[src/rtl/output_drain_pkg.sv]
// rtl/output_drain_pkg.sv - shared widths and FSM state type for the output drain
package output_drain_pkg;

  localparam int DATA_W = 512;
  localparam int LANE_W = 32;
  localparam int ADDR_W = 6;
  localparam int FIFO_D = 2;
  localparam int LANES  = DATA_W / LANE_W;

  typedef enum logic [1:0] {
    IDLE  = 2'd0,
    READ  = 2'd1,
    FLUSH = 2'd2,
    FIN   = 2'd3
  } state_e;

endpackage

[src/rtl/output_drain_fifo.sv]
// rtl/output_drain_fifo.sv - small read-data FIFO absorbing output-buffer read latency
module drain_fifo #(
  parameter int DEPTH = 2,
  parameter int W     = 512,
  parameter int CW    = $clog2(DEPTH + 1)
) (
  input  logic          clk_i,
  input  logic          rst_i,
  input  logic          push_i,
  input  logic [W-1:0]  push_data_i,
  input  logic          pop_i,
  output logic [W-1:0]  head_o,
  output logic [CW-1:0] count_o,
  output logic          empty_o
);

  localparam int PW = (DEPTH > 1) ? $clog2(DEPTH) : 1;

  logic [W-1:0]  mem_q [DEPTH];
  logic [PW-1:0] wr_ptr_q, wr_ptr_d;
  logic [PW-1:0] rd_ptr_q, rd_ptr_d;
  logic [CW-1:0] count_q, count_d;

  function automatic logic [PW-1:0] ptr_inc(input logic [PW-1:0] p);
    return (p == PW'(DEPTH - 1)) ? '0 : p + PW'(1);
  endfunction

  always_comb begin
    wr_ptr_d = push_i ? ptr_inc(wr_ptr_q) : wr_ptr_q;
    rd_ptr_d = pop_i  ? ptr_inc(rd_ptr_q) : rd_ptr_q;
    count_d  = count_q + CW'(push_i) - CW'(pop_i);
  end

  always_ff @(posedge clk_i) begin
    if (rst_i) begin
      wr_ptr_q <= '0;
      rd_ptr_q <= '0;
      count_q  <= '0;
    end else begin
      wr_ptr_q <= wr_ptr_d;
      rd_ptr_q <= rd_ptr_d;
      count_q  <= count_d;
    end
  end

  // Storage needs no reset: contents are only visible through a non-zero count.
  always_ff @(posedge clk_i) begin
    if (push_i) mem_q[wr_ptr_q] <= push_data_i;
  end

  assign head_o  = mem_q[rd_ptr_q];
  assign count_o = count_q;
  assign empty_o = (count_q == '0);

endmodule

[src/rtl/output_drain.sv]
// rtl/output_drain.sv - drains result rows from the output buffer onto a valid/ready stream
module output_drain
  import output_drain_pkg::*;
(
  input  logic              CLK,
  input  logic              RESET,
  input  logic              START,
  input  logic [ADDR_W-1:0] BASE_ADDR,
  input  logic [ADDR_W:0]   NUM_ROWS,
  input  logic              RELU_EN,
  output logic              obuf_cen,
  output logic              obuf_wen,
  output logic              obuf_ren,
  output logic [ADDR_W-1:0] obuf_addr,
  input  logic [DATA_W-1:0] obuf_q,
  output logic              m_valid,
  output logic [DATA_W-1:0] m_data,
  output logic              m_last,
  input  logic              m_ready,
  output logic              BUSY,
  output logic              DONE
);

  localparam int CW = $clog2(FIFO_D + 1);

  state_e            state_q, state_d;
  logic [ADDR_W-1:0] base_q, base_d;
  logic [ADDR_W:0]   num_q, num_d;
  logic              relu_q, relu_d;
  logic [ADDR_W:0]   issued_q, issued_d;
  logic [ADDR_W:0]   popped_q, popped_d;
  logic              inflight_q;
  logic              done_q;

  logic              issue;
  logic              pop;
  logic              fifo_empty;
  logic [CW-1:0]     fifo_count;
  logic [DATA_W-1:0] fifo_head;
  logic [DATA_W-1:0] relu_data;

  // A read is only issued when its data is guaranteed a FIFO slot on arrival.
  always_comb begin
    pop   = !fifo_empty && m_ready;
    issue = (state_q == READ) && (issued_q != num_q) &&
            ((int'(fifo_count) + int'(inflight_q) - int'(pop)) < FIFO_D);
  end

  always_comb begin
    relu_data = obuf_q;
    for (int l = 0; l < LANES; l++) begin
      if (relu_q && obuf_q[l*LANE_W + LANE_W - 1]) relu_data[l*LANE_W +: LANE_W] = '0;
    end
  end

  always_comb begin
    state_d  = state_q;
    base_d   = base_q;
    num_d    = num_q;
    relu_d   = relu_q;
    issued_d = issue ? issued_q + 1'b1 : issued_q;
    popped_d = pop ? popped_q + 1'b1 : popped_q;
    case (state_q)
      IDLE: begin
        if (START) begin
          base_d   = BASE_ADDR;
          num_d    = NUM_ROWS;
          relu_d   = RELU_EN;
          issued_d = '0;
          popped_d = '0;
          state_d  = (NUM_ROWS != '0) ? READ : FIN;
        end
      end
      READ:    if (issue && (issued_q == num_q - 1'b1)) state_d = FLUSH;
      FLUSH:   if (fifo_empty && !inflight_q) state_d = FIN;
      FIN:     state_d = IDLE;
      default: state_d = IDLE;
    endcase
  end

  always_ff @(posedge CLK) begin
    if (RESET) begin
      state_q    <= IDLE;
      base_q     <= '0;
      num_q      <= '0;
      relu_q     <= 1'b0;
      issued_q   <= '0;
      popped_q   <= '0;
      inflight_q <= 1'b0;
      done_q     <= 1'b0;
    end else begin
      state_q    <= state_d;
      base_q     <= base_d;
      num_q      <= num_d;
      relu_q     <= relu_d;
      issued_q   <= issued_d;
      popped_q   <= popped_d;
      inflight_q <= issue;
      done_q     <= (state_q == FIN);
    end
  end

  drain_fifo #(.DEPTH(FIFO_D), .W(DATA_W), .CW(CW)) u_fifo (
    .clk_i       (CLK),
    .rst_i       (RESET),
    .push_i      (inflight_q),
    .push_data_i (relu_data),
    .pop_i       (pop),
    .head_o      (fifo_head),
    .count_o     (fifo_count),
    .empty_o     (fifo_empty)
  );

  assign obuf_cen  = !issue;
  assign obuf_wen  = 1'b1;
  assign obuf_ren  = (state_q == READ) || (state_q == FLUSH);
  assign obuf_addr = base_q + issued_q[ADDR_W-1:0];
  assign m_valid   = !fifo_empty;
  assign m_data    = fifo_empty ? '0 : fifo_head;
  assign m_last    = !fifo_empty && (popped_q == num_q - 1'b1);
  assign BUSY      = (state_q != IDLE);
  assign DONE      = done_q;

endmodule

[config.mk]
export PLATFORM = sky130hd
export DESIGN_NAME = output_drain
export DESIGN_NICKNAME = d
export VERILOG_FILES = /design/src/rtl/output_drain_pkg.sv /design/src/rtl/output_drain_fifo.sv /design/src/rtl/output_drain.sv
export SDC_FILE = /design/constraint.sdc
export NUM_CORES = 1
export LEC_CHECK = 0
export BUFFER_PORTS_ARGS = -buffer_cell sky130_fd_sc_hd__buf_2
export CAP_MARGIN = 30
export CORE_AREA = 2 2 411 413
export DETAILED_ROUTE_END_ITERATION = 8
export DIE_AREA = 0 0 413 415
export PLACE_DENSITY = 0.48
export SLEW_MARGIN = 20
export SYNTH_ARGS = -nofsm -noshare
export SYNTH_HDL_FRONTEND = slang
export SYNTH_SLANG_ARGS = --single-unit
export TNS_END_PERCENT = 100
[constraint.sdc]
create_clock -name CLK -period 27.3 [get_ports CLK]
set_input_delay 2.73 -clock CLK [delete_from_list [all_inputs] [get_ports CLK]]
set_output_delay 2.73 -clock CLK [all_outputs]
set_load 0.005 [all_outputs]
==> results.rst <==
.. list-table::
   :header-rows: 1

   * - Metric
     - Value
   * - Hold-critical path endpoint
     - base_q[2]$_SDFFE_PP0P_
   * - Die Outline Area
     - 171000 um^2
   * - Via count of the first global-routing pass
     - 27800
   * - Slew HR
     - 22.5%
   * - CTS clock-pin slew for the worst setup and hold paths
     - 0.06 ns
   * - Endpoint arrival time on the critical path
     - 4.98 ns
   * - Start-to-end type of the worst setup path
     - flip-flop to primary output
   * - Width of the die
     - 413 um
   * - Peak supply drop
     - 83.6 uV
   * - Class of the worst hold path
     - flip-flop to flip-flop
   * - Post-synthesis sequential area ratio
     - 71.8%
   * - Top-level port count
     - 1055
   * - Worst R2R Path Depth
     - 6
   * - Final period util
     - 28.2%
   * - Wire length of the first global-routing pass
     - 197 mm
   * - Area growth from synthesis to layout
     - 27.4%
   * - Total negative slack for setup checks
     - 0 ns
   * - Iteration-0 DRC Markers
     - 1796
   * - Antenna violations before repair
     - 71
   * - Largest net degree at the start of global routing
     - 149
   * - Worst reg2reg setup slack
     - 22.78 ns
   * - Highest clock frequency the design can meet
     - 130 MHz
   * - Maximum clock skew at final layout
     - 0.0419 ns
   * - Maximum buffer depth of the clock tree
     - 3
   * - Remaining routing DRC violations
     - 0
   * - Number of pins with negative max-slew slack in the final report
     - 0
   * - Hold path startpoint
     - base_q[2]$_SDFFE_PP0P_
   * - Share of async-settable or async-resettable flops after synthesis
     - 0%
   * - Start of the worst register-to-register path
     - inflight_q$_SDFF_PP0_
   * - Most common library cell in the layout ignoring fill and taps
     - sky130_fd_sc_hd__buf_2
   * - Count of clock tree sinks
     - 1061
   * - Ratio of cells with drive above 1 in the final layout
     - 31.1%
   * - Flip-flop and latch count after synthesis
     - 1061
   * - Highest-count cells in the layout ignoring fill and taps
     - sky130_fd_sc_hd__buf_2 (1053), sky130_fd_sc_hd__edfxtp_1 (1024), sky130_fd_sc_hd__nor2_1 (531)
   * - H-tree levels
     - 3
   * - Leftover overflow at the end of global routing
     - 0
   * - Total via count after detailed routing
     - 27900
   * - GRT Total Usage
     - 15.7%
   * - Number of failing hold endpoints at the final stage
     - 0
   * - Final setup violation count
     - 0
   * - CP Max Fanout
     - 127
   * - Mean post-synth cell area
     - 14.6 um^2
   * - Input/output buffers
     - 1053
   * - Yosys cell types
     - 45
   * - Root Buffer Master
     - sky130_fd_sc_hd__clkbuf_16
   * - Post-synthesis instance area
     - 43900 um^2
   * - Post-synth EDFFs
     - 1024
   * - Standard cell core area
     - 167000 um^2
   * - TritonRoute pass-1 iters
     - 7
   * - Slew at the pin closest to its max-slew limit
     - 1.16 ns
   * - Ordered cell list for the critical path
     - buf_4, buf_4, buf_12, mux2i_1, nor2_1, buf_2
   * - Wirelength, routed
     - 141 mm
   * - Number of nets with antenna violations after detailed routing
     - 0
   * - Static Leak
     - 0.0205 uW
   * - Source-to-sink clock delay at the later pin of the worst-skew pair
     - 0.75 ns
   * - Detail-routed net length per standard cell
     - 22.1 um
   * - Cell seen most often among critical-path stages
     - sky130_fd_sc_hd__buf_4
   * - HPWL after detailed placement
     - 98.1 mm
   * - Endpoint type of the worst setup path
     - primary output
   * - # Max-Cap Violations
     - 0
   * - Reg-to-reg endpoint
     - u_fifo.mem_q[1][59]$_DFFE_PP_
   * - Minimum period implied by the final worst setup slack
     - 7.71 ns
   * - CTS tree
     - done
   * - Die boundary height
     - 415 um
   * - Gate count of the mapped netlist
     - 2996
   * - Outcome
     - completed
   * - Number of buffers added for setup after CTS
     - 0
   * - Number of nets in the synthesized netlist
     - 3543
   * - Clock buffer count from CTS
     - 119
   * - Worst Hold Margin
     - 0.461 ns
   * - Final weighted congestion in routability-driven placement
     - 0.832
   * - Post-detailed-route via-to-cell ratio
     - 4.37
   * - Setup repair after global routing missed its margin
     - false
   * - Total Nets Final
     - 4589
   * - Worst path slowest cell
     - sky130_fd_sc_hd__dfxtp_4
   * - Count of standard-cell rows
     - 150
   * - Number of cells on the worst hold path
     - 2
   * - Ys Warns
     - 0
   * - Hold Buf Count CTS
     - 0
   * - CP Data Required Time
     - 24.57 ns
   * - Power density normalized to cell area
     - 91.4 nW/um^2
   * - Dominant synthesized flop cell
     - sky130_fd_sc_hd__edfxtp_1
   * - Number of gates given a new drive strength after cts
     - 0
   * - Maximum cell stage delay along the critical path
     - 1.00 ns
   * - Effective utilization at floorplan
     - 26.3%
   * - Startpoint type of the worst setup path
     - flip-flop
==> power breakdown <==
| group | leakage [uW] | switching (uW) | total (uW) | internal (uW) |
|---|---|---|---|---|
| Clock | 0.00196 | 676 | 1660 | 981 |
| Combinational | 0.00894 | 889 | 1430 | 542 |
| Sequential | 0.00958 | 53.9 | 2020 | 1960 |
==> final cells by class <==
type / count / area (um^2)
timing repair buffer: 1098 / 5770
clock inverter: 90 / 1040
multi-input combinational: 1744 / 11600
fill: 16700 / 111000
tap: 2204 / 2760
antenna: 26 / 65.1
clock buffer: 134 / 3030
sequential: 1061 / 31500
inverter: 18 / 70.1
==> logic make-up (layout without fill, tap and decap cells) <==
family | count (synthesis) | after routing | synth area share, %
AND/OR/NAND/NOR | 1130 | 1130 | 12.8
flip-flops | 1061 | 1061 | 71.8
multiplexers | 513 | 513 | 11.7
buffers and inverters | 191 | 1340 | 1.74
AO/OA/AOI/OAI | 43 | 43 | 0.633
XOR/XNOR | 40 | 40 | 0.816
adder cells (fa/ha/maj) | 17 | 17 | 0.536
other | 1 | 27 | 0.00855
==> worst max-delay path: cells and delay by family, from the launching register on <==
kind                   cells  cell delay (ns)
flip-flops                 1             1.00
buffers and inverters      4             2.30
AND/OR/NAND/NOR            1             0.06
multiplexers               1             0.33
==> Yosys cell counts (2+ instances only) <==
cell type	n	share of area (%)
sky130_fd_sc_hd__edfxtp_1	1024	70
sky130_fd_sc_hd__nor2_1	532	4.6
sky130_fd_sc_hd__mux2i_1	513	12
sky130_fd_sc_hd__and2_1	498	7.1
sky130_fd_sc_hd__clkbuf_1	128	1.1
sky130_fd_sc_hd__nand2_1	53	0.45
sky130_fd_sc_hd__dfxtp_1	37	1.7
sky130_fd_sc_hd__buf_2	30	0.34
sky130_fd_sc_hd__a21oi_1	22	0.25
sky130_fd_sc_hd__xor2_1	21	0.42
sky130_fd_sc_hd__nor2b_1	20	0.29
sky130_fd_sc_hd__xnor2_1	18	0.36
sky130_fd_sc_hd__inv_1	17	0.15
sky130_fd_sc_hd__ha_1	14	0.40
sky130_fd_sc_hd__buf_1	13	0.11
sky130_fd_sc_hd__nand3_1	5	0.057
sky130_fd_sc_hd__nor3_1	5	0.057
sky130_fd_sc_hd__a211oi_1	4	0.068
sky130_fd_sc_hd__and3_1	4	0.057
sky130_fd_sc_hd__a21o_1	3	0.051
sky130_fd_sc_hd__fa_1	3	0.14
sky130_fd_sc_hd__nand4_1	3	0.043
sky130_fd_sc_hd__nand2b_1	2	0.029
sky130_fd_sc_hd__o21ai_0	2	0.023
sky130_fd_sc_hd__o21bai_1	2	0.034
sky130_fd_sc_hd__o22ai_1	2	0.029
sky130_fd_sc_hd__o31ai_1	2	0.034
sky130_fd_sc_hd__or4_1	2	0.034
==> through the flow <==
stage          total power, uW  util [%]  instances  setup slack [ns]  area, um^2
2_1_floorplan             2960         -       2996              2.98       43900
4_1_cts                   5180      33.4       6344             19.56       55700
3_3_place_gp              3500      30.9       6116             19.95       51600
6_report                  5110      33.5       6375             19.59       55900
5_1_grt                   5360      33.5       6366             19.36       55900
3_5_place_dp              3510      31.0       6120             19.89       51600
==> flip-flops by register name (all words and copies together) (netlist names), named ones only <==
register         count
u_fifo.count_o       2
state_q              2
popped_q             7
issued_q             7
u_fifo.rd_ptr_q      1
base_q               6
inflight_q           1
relu_q               1
u_fifo.mem_q      1024
num_q                7
u_fifo.wr_ptr_q      1
DONE                 1
==> routing by layer <==
layer | vias up | wire length, um | part of all wire [%] | GRT usage [%]
li1 | 12800 | - | - | -
met1 | 13800 | 58400 | 41 | 19.7
met2 | 1005 | 66400 | 47 | 25.5
met3 | 255 | 11800 | 8.4 | 5.28
met4 | 56 | 3770 | 2.7 | 4.71
met5 | - | 343 | 0.24 | 0
==> worst max-delay path by stage <==
stage	cells past startpoint	start	end
final	6	flip-flop	m_data[197]
after global routing	6	flip-flop	m_data[191]
after CTS	6	flip-flop	m_data[173]
after detailed placement	10	m_ready	obuf_cen
after global placement	10	m_ready	obuf_cen
after floorplan	1	u_fifo.wr_ptr_q$_SDFFE_PP0P_	u_fifo.mem_q[0][0]$_DFFE_PP_
Power figures use the tool's default switching activity.
